--- src/rtl/keypad_scan_ctrl.sv ---
// Column-strobing scan controller for a 4x4 active-low keypad.
// Captures synchronized rows per column, debounces whole scans, and reports press/release events.
//
// state   | meaning
// --------+----------------------------------------------
// IDLE    | no accepted key held
// PRESSED | an accepted key is held, key_code reports it
module keypad_scan_ctrl #(
    parameter int SCAN_DIV       = 100000,
    parameter int DEBOUNCE_SCANS = 4
) (
    input  logic       clk,
    input  logic       rst_n,
    input  logic [3:0] row_in,
    output logic [3:0] col_out,
    output logic [3:0] key_code,
    output logic       key_valid,
    output logic       key_down,
    output logic       key_release
);

    localparam int DW = (SCAN_DIV > 1) ? $clog2(SCAN_DIV) : 1;
    localparam int SW = (DEBOUNCE_SCANS > 1) ? $clog2(DEBOUNCE_SCANS) : 1;
    localparam logic [DW-1:0] DWELL_LAST  = DW'(SCAN_DIV - 1);
    localparam logic [SW-1:0] STABLE_LAST = SW'(DEBOUNCE_SCANS - 1);
    localparam logic [SW-1:0] STABLE_PRE  = SW'(DEBOUNCE_SCANS - 2);

    typedef enum logic {IDLE, PRESSED} state_t;
    typedef enum logic [1:0] {RES_NONE, RES_SINGLE, RES_MULTI} res_t;

    state_t          state, state_next;
    logic            running;
    logic [DW-1:0]   dwell_cnt;
    logic [1:0]      col_idx;
    logic [1:0]      col_nxt;
    logic [3:0]      row_meta, row_sync;
    logic [15:0]     scan_acc;
    logic            eval_pend;
    logic            cand_single;
    logic [3:0]      cand_code;
    logic [SW-1:0]   stable_cnt;

    res_t            res_kind;
    logic [3:0]      res_code;
    logic [4:0]      low_cnt;
    logic [3:0]      low_idx;
    logic            res_match;
    logic            accept;

    logic [3:0]      code_next;
    logic            valid_next, release_next, down_next;

    assign col_nxt = col_idx + 2'd1;

    // Column dwell, row synchronizer and per-column capture.
    always_ff @(posedge clk) begin
        if (!rst_n) begin
            running   <= 1'b0;
            dwell_cnt <= '0;
            col_idx   <= 2'd0;
            col_out   <= 4'b1111;
            row_meta  <= 4'hF;
            row_sync  <= 4'hF;
            scan_acc  <= 16'hFFFF;
            eval_pend <= 1'b0;
        end else begin
            row_meta  <= row_in;
            row_sync  <= row_meta;
            eval_pend <= 1'b0;
            if (!running) begin
                running   <= 1'b1;
                dwell_cnt <= '0;
                col_idx   <= 2'd0;
                col_out   <= 4'b1110;
            end else if (dwell_cnt == DWELL_LAST) begin
                dwell_cnt                   <= '0;
                col_idx                     <= col_nxt;
                col_out                     <= ~(4'b0001 << col_nxt);
                scan_acc[{col_idx, 2'b00} +: 4] <= row_sync;
                eval_pend                   <= (col_idx == 2'd3);
            end else begin
                dwell_cnt <= dwell_cnt + DW'(1);
            end
        end
    end

    // Scan accumulator bit index is {column, row}.
    always_comb begin
        low_cnt = 5'd0;
        low_idx = 4'd0;
        for (int i = 0; i < 16; i++) begin
            if (!scan_acc[i]) begin
                low_cnt = low_cnt + 5'd1;
                low_idx = 4'(i);
            end
        end
    end

    always_comb begin
        res_code = 4'h0;
        case ({low_idx[1:0], low_idx[3:2]})
            4'b00_00: res_code = 4'h1;
            4'b00_01: res_code = 4'h2;
            4'b00_10: res_code = 4'h3;
            4'b00_11: res_code = 4'hA;
            4'b01_00: res_code = 4'h4;
            4'b01_01: res_code = 4'h5;
            4'b01_10: res_code = 4'h6;
            4'b01_11: res_code = 4'hB;
            4'b10_00: res_code = 4'h7;
            4'b10_01: res_code = 4'h8;
            4'b10_10: res_code = 4'h9;
            4'b10_11: res_code = 4'hC;
            4'b11_00: res_code = 4'h0;
            4'b11_01: res_code = 4'hF;
            4'b11_10: res_code = 4'hE;
            4'b11_11: res_code = 4'hD;
            default:  res_code = 4'h0;
        endcase
    end

    always_comb begin
        res_kind = RES_MULTI;
        if (low_cnt == 5'd0)      res_kind = RES_NONE;
        else if (low_cnt == 5'd1) res_kind = RES_SINGLE;
        res_match = ((res_kind == RES_NONE) && !cand_single) ||
                    ((res_kind == RES_SINGLE) && cand_single && (cand_code == res_code));
        // Acceptance fires only on the transition into saturation, never on repeats.
        accept = eval_pend && (res_kind != RES_MULTI) && res_match && (stable_cnt == STABLE_PRE);
    end

    always_ff @(posedge clk) begin
        if (!rst_n) begin
            cand_single <= 1'b0;
            cand_code   <= 4'h0;
            stable_cnt  <= '0;
        end else if (eval_pend) begin
            if (res_kind == RES_MULTI) begin
                stable_cnt <= '0;
            end else if (res_match) begin
                if (stable_cnt != STABLE_LAST) stable_cnt <= stable_cnt + SW'(1);
            end else begin
                cand_single <= (res_kind == RES_SINGLE);
                cand_code   <= res_code;
                stable_cnt  <= '0;
            end
        end
    end

    always_ff @(posedge clk) begin
        if (!rst_n) begin
            state       <= IDLE;
            key_code    <= 4'h0;
            key_valid   <= 1'b0;
            key_down    <= 1'b0;
            key_release <= 1'b0;
        end else begin
            state       <= state_next;
            key_code    <= code_next;
            key_valid   <= valid_next;
            key_down    <= down_next;
            key_release <= release_next;
        end
    end

    always_comb begin
        state_next   = state;
        code_next    = key_code;
        valid_next   = 1'b0;
        release_next = 1'b0;
        down_next    = key_down;
        case (state)
            IDLE: begin
                if (accept && (res_kind == RES_SINGLE)) begin
                    code_next  = res_code;
                    valid_next = 1'b1;
                    down_next  = 1'b1;
                    state_next = PRESSED;
                end
            end
            PRESSED: begin
                if (accept && (res_kind == RES_NONE)) begin
                    release_next = 1'b1;
                    down_next    = 1'b0;
                    state_next   = IDLE;
                end else if (accept && (res_kind == RES_SINGLE) && (res_code != key_code)) begin
                    code_next  = res_code;
                    valid_next = 1'b1;
                end
            end
            default: state_next = IDLE;
        endcase
    end

endmodule
--- config.mk ---
export PLATFORM = sky130hd
export DESIGN_NAME = keypad_scan_ctrl
export DESIGN_NICKNAME = d
export VERILOG_FILES = /design/src/rtl/keypad_scan_ctrl.sv
export SDC_FILE = /design/constraint.sdc
export NUM_CORES = 1
export LEC_CHECK = 0
export ABC_CLOCK_PERIOD_IN_PS = 8300
export CAP_MARGIN = 0
export CORE_UTILIZATION = 40
export DETAILED_ROUTE_END_ITERATION = 10
export SKIP_LAST_GASP = 1
export SYNTH_ARGS = -nofsm -noshare
export SYNTH_HDL_FRONTEND = slang
export SYNTH_SLANG_ARGS = --single-unit
--- constraint.sdc ---
create_clock -name clk -period 8.3 [get_ports clk]
set_clock_uncertainty 0.2 [all_clocks]
set_input_delay 2.49 -clock clk [delete_from_list [all_inputs] [get_ports clk]]
set_output_delay 2.49 -clock clk [all_outputs]
set_load 0.02 [all_outputs]
# Word-level counts from Yosys, hierarchy flattened
# Memory sizes are Yosys's and may differ from the RTL's.
# Index checks and enable logic that the tools add are counted.
[word_totals]
ff_bits = 64
latch_bits = 0
ramBits = 0
rom_bits = 64
in_bits = 6
word_cells = 138
mem_count = 1
[op_classes]
addsub = 19
mul = 0
div_mod_pow = 0
n_lt_le_gt_ge = 0
eq_ne = 16
shift = 3
mux = 54
n_bitwise = 6
n_reduce_logical = 22
[memory_table]
columns = ["memory", "words", "width", "rd", "rd_clocked_by_memory_dff", "write_ports", "line_no", "source"]
rows = [
  ["(name not given)", 16, 4, 1, 0, 0, "101", "case ({low_idx[1:0], low_idx[3:2]})"],
]
[ops]
columns = ["op", "n"]
rows = [
  ["$add A5 B1 Y5 const B", 15],
  ["$mux W5", 15],
  ["$mux W4", 17],
  ["$add A17 B1 Y17 const B", 1],
  ["$eq A17 B17 Y1 const B", 1],
  ["$bwmux W16", 1],
  ["$shift A4 B6 Y16 const A", 1],
  ["$shiftx A4 B6 Y16", 1],
  ["$mux W1", 12],
  ["$mux W2", 5],
  ["$reduce_and A2 Y1", 5],
  ["$logic_and A1 B1 Y1", 9],
  ["$reduce_and A3 Y1", 3],
  ["$ne A2 B2 Y1 const B", 4],
  ["$pmux W4 S2", 1],
  ["$eq A2 B2 Y1 const B", 3],
  ["$ne A2 B1 Y1 const B", 3],
  ["$neg A4 Y6", 1],
  ["$pmux W1 S2", 3],
  ["$eq A5 B1 Y1 const B", 1],
  ["$logic_not A5 Y1", 1],
  ["$not A1 Y1", 5],
  ["$add A2 B1 Y2 const B", 2],
  ["$eq A4 B4 Y1", 1],
  ["other kinds (9)", 9],
]

# Logic depth before layout (Yosys ltp)
# Gate-level depths: netlist of the first run.
[depth]
word_depth = 45
mapped_depth = 52

# Worst setup path before layout of the first run
# OpenSTA, ideal clock, no wires.
[synth_timing]
path_kind = "reg2reg"
from = "register scan_acc[0]"
to = "register cand_code[3]"
setup_ns = 0.072
arrival_ns = 8.538
slack_ns = -0.509
stages_incl_launch_ff = 51
cell_sequence = "dfxtp_1 inv_1 ha_1 xnor2_1 ha_1 mux2_2 ha_1 nand2b_1 nand2_1 ha_1 nor2_1 a31oi_1 nor2_1 inv_1 ha_1 nor2_1 a21oi_1 ha_1 [15 not listed] ha_1 nand2_1 nand2_1 ha_1 nor2_1 nor2_1 ha_1 mux2_2 ha_1 nand2_1 nand2_1 ha_1 nor2_1 nand3_1 or3_1 mux2_4 nor2_4 mux2i_1"
[synth_via]
elab_chain_cells = 40
word_cells_on_any_way = 45
[synth_lines]
columns = ["element", "line_no", "source"]
rows = [
  ["start: declaration", "37", "logic [15:0] scan_acc;"],
  ["start signal: indexed assignment", "79", "scan_acc[{col_idx, 2'b00} +: 4] <= row_sync;"],
  ["$mux W1 *", "92", "if (!scan_acc[i]) begin"],
  ["$add A5 B1 Y5", "93", "low_cnt = low_cnt + 5'd1;"],
  ["$mux W5 *", "92", ""],
  ["$add A5 B1 Y5", "93", ""],
  ["$mux W5 *", "92", ""],
  ["$add A5 B1 Y5", "93", ""],
  ["$mux W5 *", "92", ""],
  ["$add A5 B1 Y5", "93", ""],
  ["[23 not listed]", "--", ""],
  ["$eq A5 B1 Y1", "125", "else if (low_cnt == 5'd1) res_kind = RES_SINGLE;"],
  ["$mux W2", "125", ""],
  ["$mux W2 *", "124", "if (low_cnt == 5'd0) res_kind = RES_NONE;"],
  ["$eq A2 B1 Y1", "127", "((res_kind == RES_SINGLE) && cand_single && (cand_code == res_code));"],
  ["$logic_and A1 B1 Y1 (2 in a row)", "127", ""],
  ["$logic_or A1 B1 Y1", "126", "res_match = ((res_kind == RES_NONE) && !cand_single) ||"],
  ["$not A1 Y1 (no line)", "--", ""],
  ["$reduce_and A3 Y1 (no line) *", "--", ""],
  ["end signal: assignment", "144", "cand_code <= res_code;"],
  ["end: declaration", "40", "logic [3:0] cand_code;"],
]
# Mark *: on every way between the ends. The rest lies on a longest branch, timed or not.
# A chain may end at the register's enable or synchronous reset.

# Worst setup path in the final report of the first run
[layout_timing]
from = "register scan_acc[1]"
to = "register cand_code[3]"
[layout_via]
elab_chain_cells = 38
word_cells_on_any_way = 60
[layout_lines]
columns = ["element", "line_no"]
rows = [
  ["$mux W5", "92"],
  ["$add A5 B1 Y5", "93"],
  ["$mux W5", "92"],
  ["$add A5 B1 Y5", "93"],
  ["$mux W5", "92"],
  ["$add A5 B1 Y5", "93"],
  ["$mux W5", "92"],
  ["$add A5 B1 Y5", "93"],
  ["[21 not listed]", "--"],
  ["$eq A5 B1 Y1", "125"],
  ["$mux W2", "125"],
  ["$mux W2", "124"],
  ["$eq A2 B1 Y1", "127"],
  ["$logic_and A1 B1 Y1 (2 in a row)", "127"],
  ["$logic_or A1 B1 Y1", "126"],
  ["$not A1 Y1 (no line)", "--"],
  ["$reduce_and A3 Y1 (no line)", "--"],
]
# Several ways; a longest one is shown, not always the timed one.

==> out/qor.yml, run 1 <==
sta:
  setup_viol: 15
  worst_slew_pin_slew_ns: 1.13
  report.final.slew_viol_count: 0
  worst_slack_ns: -0.541
  slew_headroom: 0.246
  hold_viol: 0
  fmaxAchievable_mhz: 113
  rsz0062_at_grt: "yes"
  period_needed_ns: 8.84
  min_period_over_period: 1.07
die:
  core.rowCount: 39
  die_area_um2: 12300
  io_pins: 17
  coreArea_um2: 11500
  die_h_um: 111
  dieWidth_um: 111
  initial_core_util: 0.413
clock_tree:
  ctsHoldBuffers: 0
  worstSkewPairLatency_ns: 0.33
  cts_tree: "done"
  cts_inserted_buffers: 9
  cts_root_buf: "clkbuf_16"
  htree_num_levels: 3
  clock_sinks: 64
  clock_tree.buffer_depth: 2
  path_clk_slew_ns: 0.05
synthesis:
  synth_area_leaders: "dfxtp_1 (27%), xnor2_1 (7.0%), ha_1 (6.8%)"
  synth_ff_type: "dfxtp_1"
  synth_top_cell_by_area: "dfxtp_1"
  synth_top_area_frac: 0.270
  async_flop_share: 0
  synth_cells: 564
  ys_seq_elements: 64
  ys_warn_count: 0
  synth-seq-area-share: 0.270
  synth_edf_count: 0
  ys_types: 78
  synth_area_um2: 4750
  synth_fp_nets: 596
  yosys-top-cells-count: "dfxtp_1 (64), nor2_1 (64), nand2_1 (50)"
  syn_area_per_cell_um2: 8.43
route:
  num_vias: 4035
  viasPerCell: 5.27
  post-route-drc-count: 0
  drt-total-wl_um: 10700
  drt-initial-drc-count: 157
  ant_nets: 0
  dr.pass1.iters: 4
  wire_per_inst_um: 13.9
final_layout:
  drive_above_1_share: 0.218
  regArea_um2: 1280
  num_antenna_cells: 0
  syn_to_final_growth_pct: 25.5
  fill_cells: 1057
  fin_nets: 650
  multi_input_area_um2: 3560
min_path:
  min-delay-path-class: "flip-flop to flip-flop"
status:
  outcome: "finished with violations"
  violations: "setup timing"
global_routing:
  grt_use_total: 0.179
  grt_max_degree: 35
  grt_pass1_vias: 3973
  grt_remaining_overflow: 0
  grt_pass1_wl_um: 18300
  antenna_found_initial: 0
critical_path:
  slowest_stage: "or3_4"
  critical_path.max_fanout: 5
  cp-start-kind: "flip-flop"
  arrival_ns: 8.90
  critPathBufInv: 3
  slowest_delay_ns: 0.42
  cp-end-kind: "flip-flop"
  worst-setup-path-type: "flip-flop to flip-flop"
  required_ns: 8.36
  crit_family: "adder cells"
placement:
  place.gp.congestion: 0.811
  pre_cts_ws_ns: -0.682
  port_buffers: 16
  hpwlAfterDp_um: 7560
pwr:
  ir_drop_mv: 0.177
  finalPower_mw: 0.700
  powerDensity_nw_per_um2: 117
  leakage_nw: 2.52
flow_run:
  cap_violations: 0
-- sequential cells by signal, indices dropped and copies added, names as in the netlist, 2 cells and up --
signal,flops
dwell_cnt,17
row_sync,4
col_idx,2
scan_acc,16
stable_cnt,2
key_code,4
row_meta,4
col_out,4
cand_code,4
-- logic make-up after synthesis --
kind of cell	synth area share
AOI/OAI and AO/OA	0.153
xor gates and xnor gates	0.192
adders and majority gates	0.0684
buffers and inverters	0.0440
DFF	0.270
muxes	0.0416
and+or+nand+nor	0.231
-- power breakdown --
part	internal (mW)	switching, mW
logic	0.00508	0.00727
clock network	0.248	0.128
registers	0.311	0.00199
total	0.563	0.137
-- final timing paths --
check	cells past startpoint	start	endpoint	slack, ns
setup / recovery	50	scan_acc[1]	cand_code[3]	-0.54
hold / removal	1	row_meta[3]	row_sync[3]	0.20
setup reg to reg	50	scan_acc[1]	cand_code[3]	-0.54
hold reg to reg	1	row_meta[3]	row_sync[3]	0.20
-- what timing repair did --
item | 4_1_cts | 5_1_grt
buffers inserted | 14 | 7
resized for setup | 15 | 35
pin swaps | 19 | 31
endpoints found under the setup margin | 15 | 15
gates cloned | 1 | 0
-- stage by stage --
| stage | instance area [um2] | TNS [ns] | cells | hold WS [ns] | utilization |
|---|---|---|---|---|---|
| floorplan | 4820 | -1.69 | 564 | 0.186 | - |
| global placement | 5270 | -4.13 | 728 | 0.197 | 0.458 |
| detailed placement | 5270 | -8.19 | 728 | 0.196 | 0.458 |
| CTS | 5760 | -6.11 | 759 | 0.204 | 0.500 |
| global route | 5970 | -14.75 | 766 | 0.227 | 0.518 |
| finish | 5970 | -6.68 | 766 | 0.203 | 0.518 |
-- cells in the final DEF, fill, tap and decap left out, types with 4 or more instances in the layout --
cell | netlist | routed
clkdlybuf4s50_1 | 0 | 16
xor2_1 | 18 | 18
o22ai_1 | 5 | 5
nor3_1 | 8 | 8
nand4_1 | 6 | 6
a221o_1 | 4 | 4
ha_4 | 0 | 7
mux2i_1 | 10 | 10
buf_4 | 1 | 46
xnor3_1 | 9 | 9
a21oi_1 | 37 | 34
nor2b_1 | 16 | 12
nor4_1 | 6 | 5
nand2_2 | 0 | 5
nand2_1 | 50 | 43
ha_1 | 26 | 18
o21ai_0 | 25 | 21
a31oi_1 | 6 | 4
nand2b_1 | 18 | 17
nand3_1 | 15 | 14
clkbuf_16 | 0 | 9
a21oi_2 | 1 | 4
nor2_2 | 0 | 6
and2_1 | 6 | 6
xnor2_1 | 38 | 36
o22a_1 | 4 | 4
o21ai_1 | 4 | 7
inv_1 | 27 | 25
xnor2_2 | 2 | 4
nor2_1 | 64 | 56
dfxtp_1 | 64 | 62
-- final cells by class --
type                    count  share of cell area
repair buffers             64              0.0885
well taps                 143              0.0300
flip-flops and latches     64               0.215
inverters                  29              0.0191
multi-input cells         450               0.597
clock inverters             3             0.00671
clock buffers              13              0.0436
-- per-layer routing --
layer	routed length (um)	global-route usage	vias to the layer above
met2	5290	0.329	58
met4	189	0.0523	0
met3	233	0.0295	16
met5	0	0	-
li1	-	-	2072
met1	4940	0.214	1889
(Power assumes the default switching activity.)
==> run 2: changes to the inputs <==
- CORE_UTILIZATION: 40 -> 50
- PLACE_DENSITY: unset -> 0.7
==> run 2 against run 1 <==
The flow still finishes with violations (setup timing); via count grew 1.5%; critical path depth stayed put; final cell count decreased by 2.0%; power shrank 5.5%; first-iteration DRC count grew 27%; clock power down 9.9%; non-clock buffer count is 1 lower; setup slack got worse by 0.016 ns; die area fell by 20%; maximum frequency fell by 0.18%; sequential power about the same; largest cell class unchanged; largest power group unchanged.
==> out/qor.yml, run 2 (synthesis results as in run 1) <==
pwr:
  ir_drop_mv: 0.141  # -21%
  seqPwrFrac: 0.471  # +0.025
  p_sw_mw: 0.138  # +0.71%
  finalPower_mw: 0.662  # -5.5%
  comb_power_share: 0.019  # about the same
  leakage_nw: 2.49  # -1.3%
  p_sw_frac: 0.209  # +0.0128
  clkPwrFrac: 0.510  # -0.026
  p_int_mw: 0.524  # -7.0%
  powerDensity_nw_per_um2: 112  # -4.6%
clock_tree:
  clock_sinks: 64  # unchanged
  ctsHoldBuffers: 0  # unchanged
  htree_num_levels: 3  # unchanged
  clock_tree.buffer_depth: 2  # unchanged
  worstSkewPairLatency_ns: 0.35  # +0.02 ns
  path_clk_slew_ns: 0.08  # +0.03 ns
  cts_inserted_buffers: 9  # unchanged
  cts_root_buf: "clkbuf_8"
  cts_tree: "done"
critical_path:
  required_ns: 8.37  # about the same
  arrival_ns: 8.93  # +0.03 ns
  worst-setup-path-type: "flip-flop to flip-flop"
  cp-end-kind: "flip-flop"
  slowest_stage: "or3_4"
  slowest_delay_ns: 0.41  # about the same
  critical_path.max_fanout: 5  # unchanged
  cp-start-kind: "flip-flop"
  path_common_cell: "ha_4"
route:
  drt-initial-drc-count: 200  # +27%
  viasPerCell: 5.46  # +3.6%
  drt-total-wl_um: 10700  # +0.60%
  wire_per_inst_um: 14.3  # +2.6%
  post-route-drc-count: 0  # unchanged
  ant_nets: 0  # unchanged
  num_vias: 4097  # +1.5%
  dr.pass1.iters: 5  # +1
sta:
  worst_slew_pin_slew_ns: 1.09  # -0.0357 ns
  totalNegativeSetupSlack_ns: -6.85  # -0.165 ns
  min_period_over_period: 1.07  # +0.00194
  rsz0062_at_grt: "yes"
  worst_slack_ns: -0.557  # -0.0161 ns
  period_needed_ns: 8.86  # +0.0161 ns
  setup_viol: 15  # unchanged
  report.final.slew_viol_count: 0  # unchanged
  fmaxAchievable_mhz: 113  # -0.18%
  hold_viol: 0  # unchanged
  slew_headroom: 0.270  # +0.0239
final_layout:
  top_register: "dwell_cnt"
  num_antenna_cells: 0  # unchanged
  final_cell_mix: "dfxtp_1 (62), nor2_1 (55), buf_4 (46)"
  largest_reg_flops: 17  # unchanged
  fin_nets: 649  # -0.15%
  largestRegisters: "dwell_cnt x17, scan_acc x16"
  utilization: 0.640  # +0.122
  drive_above_1_share: 0.222  # +0.00357
  final_common_cell: "dfxtp_1"
  syn_to_final_growth_pct: 24.4
  layout.cells.non_filler: 751  # -2.0%
placement:
  pre_cts_ws_ns: -0.613  # +0.0691 ns
  port_buffers: 16  # unchanged
  dp.cells: 712  # -2.2%
  hpwlAfterDp_um: 7300  # -3.5%
  place.gp.congestion: 0.810  # about the same
die:
  core.rowCount: 35  # -10%
  coreArea_um2: 9240  # -20%
  die_h_um: 99.5  # -10%
  io_pins: 17  # unchanged
  initial_core_util: 0.514  # +0.102
  dieWidth_um: 99.5  # -10%
  die_area_um2: 9900  # -20%
global_routing:
  antenna_found_initial: 0  # unchanged
  grt_pass1_wl_um: 17900  # -2.1%
  grt_pass1_vias: 4035  # +1.6%
  grt_max_degree: 35  # unchanged
  grt_use_total: 0.223  # +0.0435
  grt_remaining_overflow: 0  # unchanged
min_path:
  min-delay-path-class: "flip-flop to flip-flop"
status:
  violations: "setup timing"
  outcome: "finished with violations"
flow_run:
  cap_violations: 0  # unchanged
run 2: final timing paths:
kind / start / to / slack (ns) / depth (start not counted)
worst min register to register: row_meta[3] / row_sync[3] / 0.23 / 1
worst max register to register: scan_acc[1] / cand_code[3] / -0.56 / 50
worst max-delay path: scan_acc[1] / cand_code[3] / -0.56 / 50
worst min-delay path: row_meta[3] / row_sync[3] / 0.23 / 1
run 2: area by class of cell:
class | count | area [um2]
well taps | 129 | 161
multi-input cells | 450 | 3580
inverters | 29 | 114
clock inverters | 6 | 115
repair buffers | 63 | 517
fillers | 757 | 3330
flip-flops and latches | 64 | 1280
clock buffers | 10 | 138
run 2: through the flow:
step	area, um2	hold slack, ns
detailed placement	5240	0.196
global placement	5240	0.192
floorplan	4820	0.186
finish	5910	0.228
global route	5910	0.242
CTS	5750	0.229
run 2: timing repair:
action / 4_1_cts / 5_1_grt
cloned: 1 / 0
gates resized for setup: 18 / 37
endpoints found under the setup margin: 15 / 15
pin swaps: 10 / 35
setup buffers: 21 / 3
run 2: metal layers:
layer / vias up / global-route usage / share of wire
met5: - / 0 / 0
met4: 0 / 0.0781 / 0.018
met3: 20 / 0.0295 / 0.034
met2: 91 / 0.403 / 0.50
met1: 1912 / 0.271 / 0.45
li1: 2074 / - / -
run 2: power by group through the flow:
stage	clock (mW)	sequential, mW	combinational (mW)
2_1_floorplan	0	0.319	0.00717
3_3_place_gp	0	0.319	0.0119
4_1_cts	0.338	0.312	0.0124
5_1_grt	0.356	0.312	0.0139
6_report	0.338	0.312	0.0124
3_5_place_dp	0	0.319	0.0122
run 2: worst max-delay path: cells and delay by family, from the launching register on:
family,cells,cell delay (ns)
fa+ha+maj,14,3.70
simple gates,24,2.60
mux,4,1.11
compound gates,6,0.69
flops,1,0.34
buf+inv,2,0.12
==> run 3: changes to the inputs <==
- CTS_CLUSTER_SIZE: unset -> 8
- SLEW_MARGIN: unset -> 30
==> run 3 against run 2 <==
The run still ends with setup timing left; utilization shrank 0.11 points; critical path depth is the same; first-iteration DRC count rose by 8.5%; clock power barely moved; die area unchanged; setup slack improved by 0.0041 ns; final area is 0.17% lower; register-to-register slack barely moved; clock-buffer cell count unchanged; worst hold slack about the same; final cell count is the same; via count barely moved; critical path type unchanged; critical endpoint unchanged; largest cell class unchanged.
==> out/qor.yml, run 3 (synthesis results as in run 1) <==
status:
  outcome: "finished with violations"
  violations: "setup timing"
route:
  drt-total-wl_um: 10700  # -0.42%
  viasPerCell: 5.45  # about the same
  drt-initial-drc-count: 217  # +8.5%
  post-route-drc-count: 0  # unchanged
  dr.pass1.iters: 5  # unchanged
  wire_per_inst_um: 14.2  # -0.42%
  num_vias: 4094  # -0.073%
  ant_nets: 0  # unchanged
flow_run:
  cap_violations: 0  # unchanged
die:
  io_pins: 17  # unchanged
  initial_core_util: 0.514  # unchanged
  core.rowCount: 35  # unchanged
  coreArea_um2: 9240  # unchanged
  die_h_um: 99.5  # unchanged
  dieWidth_um: 99.5  # unchanged
  die_area_um2: 9900  # unchanged
sta:
  report.final.slew_viol_count: 0  # unchanged
  rsz0062_at_grt: "yes"
  worst_slack_ns: -0.553  # +0.00408 ns
  hold_slack_ns: 0.227  # -0.000120 ns
  slew_headroom: 0.502  # +0.232
  hold_viol: 0  # unchanged
  fmaxAchievable_mhz: 113  # about the same
  min_period_over_period: 1.07  # about the same
  worst_slew_pin_slew_ns: 0.741  # -0.351 ns
  period_needed_ns: 8.85  # -0.00408 ns
  setup_viol: 15  # unchanged
final_layout:
  final_common_cell: "dfxtp_1"
  drive_above_1_share: 0.222  # unchanged
  regArea_um2: 1280  # unchanged
  fill_cells: 759  # +0.26%
  final_cell_mix: "dfxtp_1 (62), nor2_1 (55), buf_4 (46)"
  syn_to_final_growth_pct: 24.2
  fin_nets: 649  # unchanged
  largest_reg_flops: 17  # unchanged
  layout.cells.non_filler: 751  # unchanged
  largestRegisters: "dwell_cnt x17, scan_acc x16"
  num_antenna_cells: 0  # unchanged
  multi_input_area_um2: 3580  # -0.14%
  top_register: "dwell_cnt"
global_routing:
  grt_pass1_vias: 4035  # unchanged
  grt_remaining_overflow: 0  # unchanged
  use_met3: 0.0295  # unchanged
  use_met1: 0.271  # unchanged
  grt_max_degree: 35  # unchanged
  antenna_found_initial: 0  # unchanged
  grt_pass1_wl_um: 17900  # unchanged
  use_met2: 0.403  # unchanged
  grt_use_total: 0.223  # unchanged
  grt.busiest_layer: "met2"
clock_tree:
  clock_tree.buffer_depth: 2  # unchanged
  path_clk_slew_ns: 0.07  # about the same
  cts_root_buf: "clkbuf_8"
  worstSkewPairLatency_ns: 0.35  # about the same
  cts_tree: "done"
  clock_sinks: 64  # unchanged
  cts_inserted_buffers: 9  # unchanged
  htree_num_levels: 3  # unchanged
placement:
  place.gp.congestion: 0.810  # unchanged
  hpwlAfterDp_um: 7300  # unchanged
  dp.cells: 712  # unchanged
  pre_cts_ws_ns: -0.613  # unchanged
  port_buffers: 16  # unchanged
critical_path:
  cp-start-kind: "flip-flop"
  crit_family: "adder cells"
  required_ns: 8.37  # about the same
  critPathBufInv: 2  # unchanged
  path_common_cell: "ha_4"
  slowest_delay_ns: 0.42  # about the same
  arrival_ns: 8.93  # about the same
  rrSetupSlack_ns: -0.55  # about the same
  slowest_stage: "or3_4"
  critical_path.max_fanout: 5  # unchanged
  worst-setup-path-type: "flip-flop to flip-flop"
  cp-end-kind: "flip-flop"
min_path:
  min-delay-path-class: "flip-flop to flip-flop"
pwr:
  ir_drop_mv: 0.140  # -0.14%
  finalPower_mw: 0.660  # -0.34%
  powerDensity_nw_per_um2: 112  # -0.17%
  leakage_nw: 2.49  # -0.16%
[run 3: worst reg2reg max path, delay by kind of cell, from the launching register on]
| kind | cells | cell delay, ns |
|---|---|---|
| muxes | 4 | 1.11 |
| adders and majority gates | 14 | 3.70 |
| buffers and inverters | 2 | 0.12 |
| and+or+nand+nor | 24 | 2.62 |
| DFF | 1 | 0.34 |
| AOI/OAI and AO/OA | 6 | 0.69 |
[run 3: final timing paths]
kind                                   from           end  depth (start not counted)
worst min register to register  row_meta[2]   row_sync[2]                          1
worst max-delay path            scan_acc[1]  cand_code[3]                         50
worst max register to register  scan_acc[1]  cand_code[3]                         50
worst min-delay path            row_meta[2]   row_sync[2]                          1
[run 3: where the power goes]
part	internal [mW]	switching (mW)
combinational	0.00470	0.00729
sequential	0.310	0.00218
clock	0.209	0.127
[run 3: per-stage QoR]
step / util / area (um2) / TNS [ns]
after floorplan: - / 4820 / -1.69
after global placement: 0.567 / 5240 / -3.49
after detailed placement: 0.567 / 5240 / -7.33
after CTS: 0.622 / 5750 / -4.86
after global routing: 0.639 / 5900 / -13.23
final: 0.639 / 5900 / -6.73
[run 3: repair_timing]
item                       4_1_cts  5_1_grt
resized for setup               18       36
hold buffers                     0        0
buffers inserted                21        3
pin swaps                       10       33
setup endpoints to repair       15       15
gates cloned                     1        0
[run 3: layer usage]
layer | vias to the layer above | share of wire
met5 | - | 0
met4 | 0 | 0.015
met3 | 16 | 0.031
met2 | 80 | 0.50
met1 | 1926 | 0.45
li1 | 2072 | -
[run 3: cell type report]
class,instances,area share
Multi-Input combinational cell,450,0.606
Sequential cell,64,0.218
Timing Repair Buffer,63,0.0867
Tap cell,129,0.0273
Clock buffer,10,0.0233
Clock inverter,6,0.0195
Inverter,29,0.0193
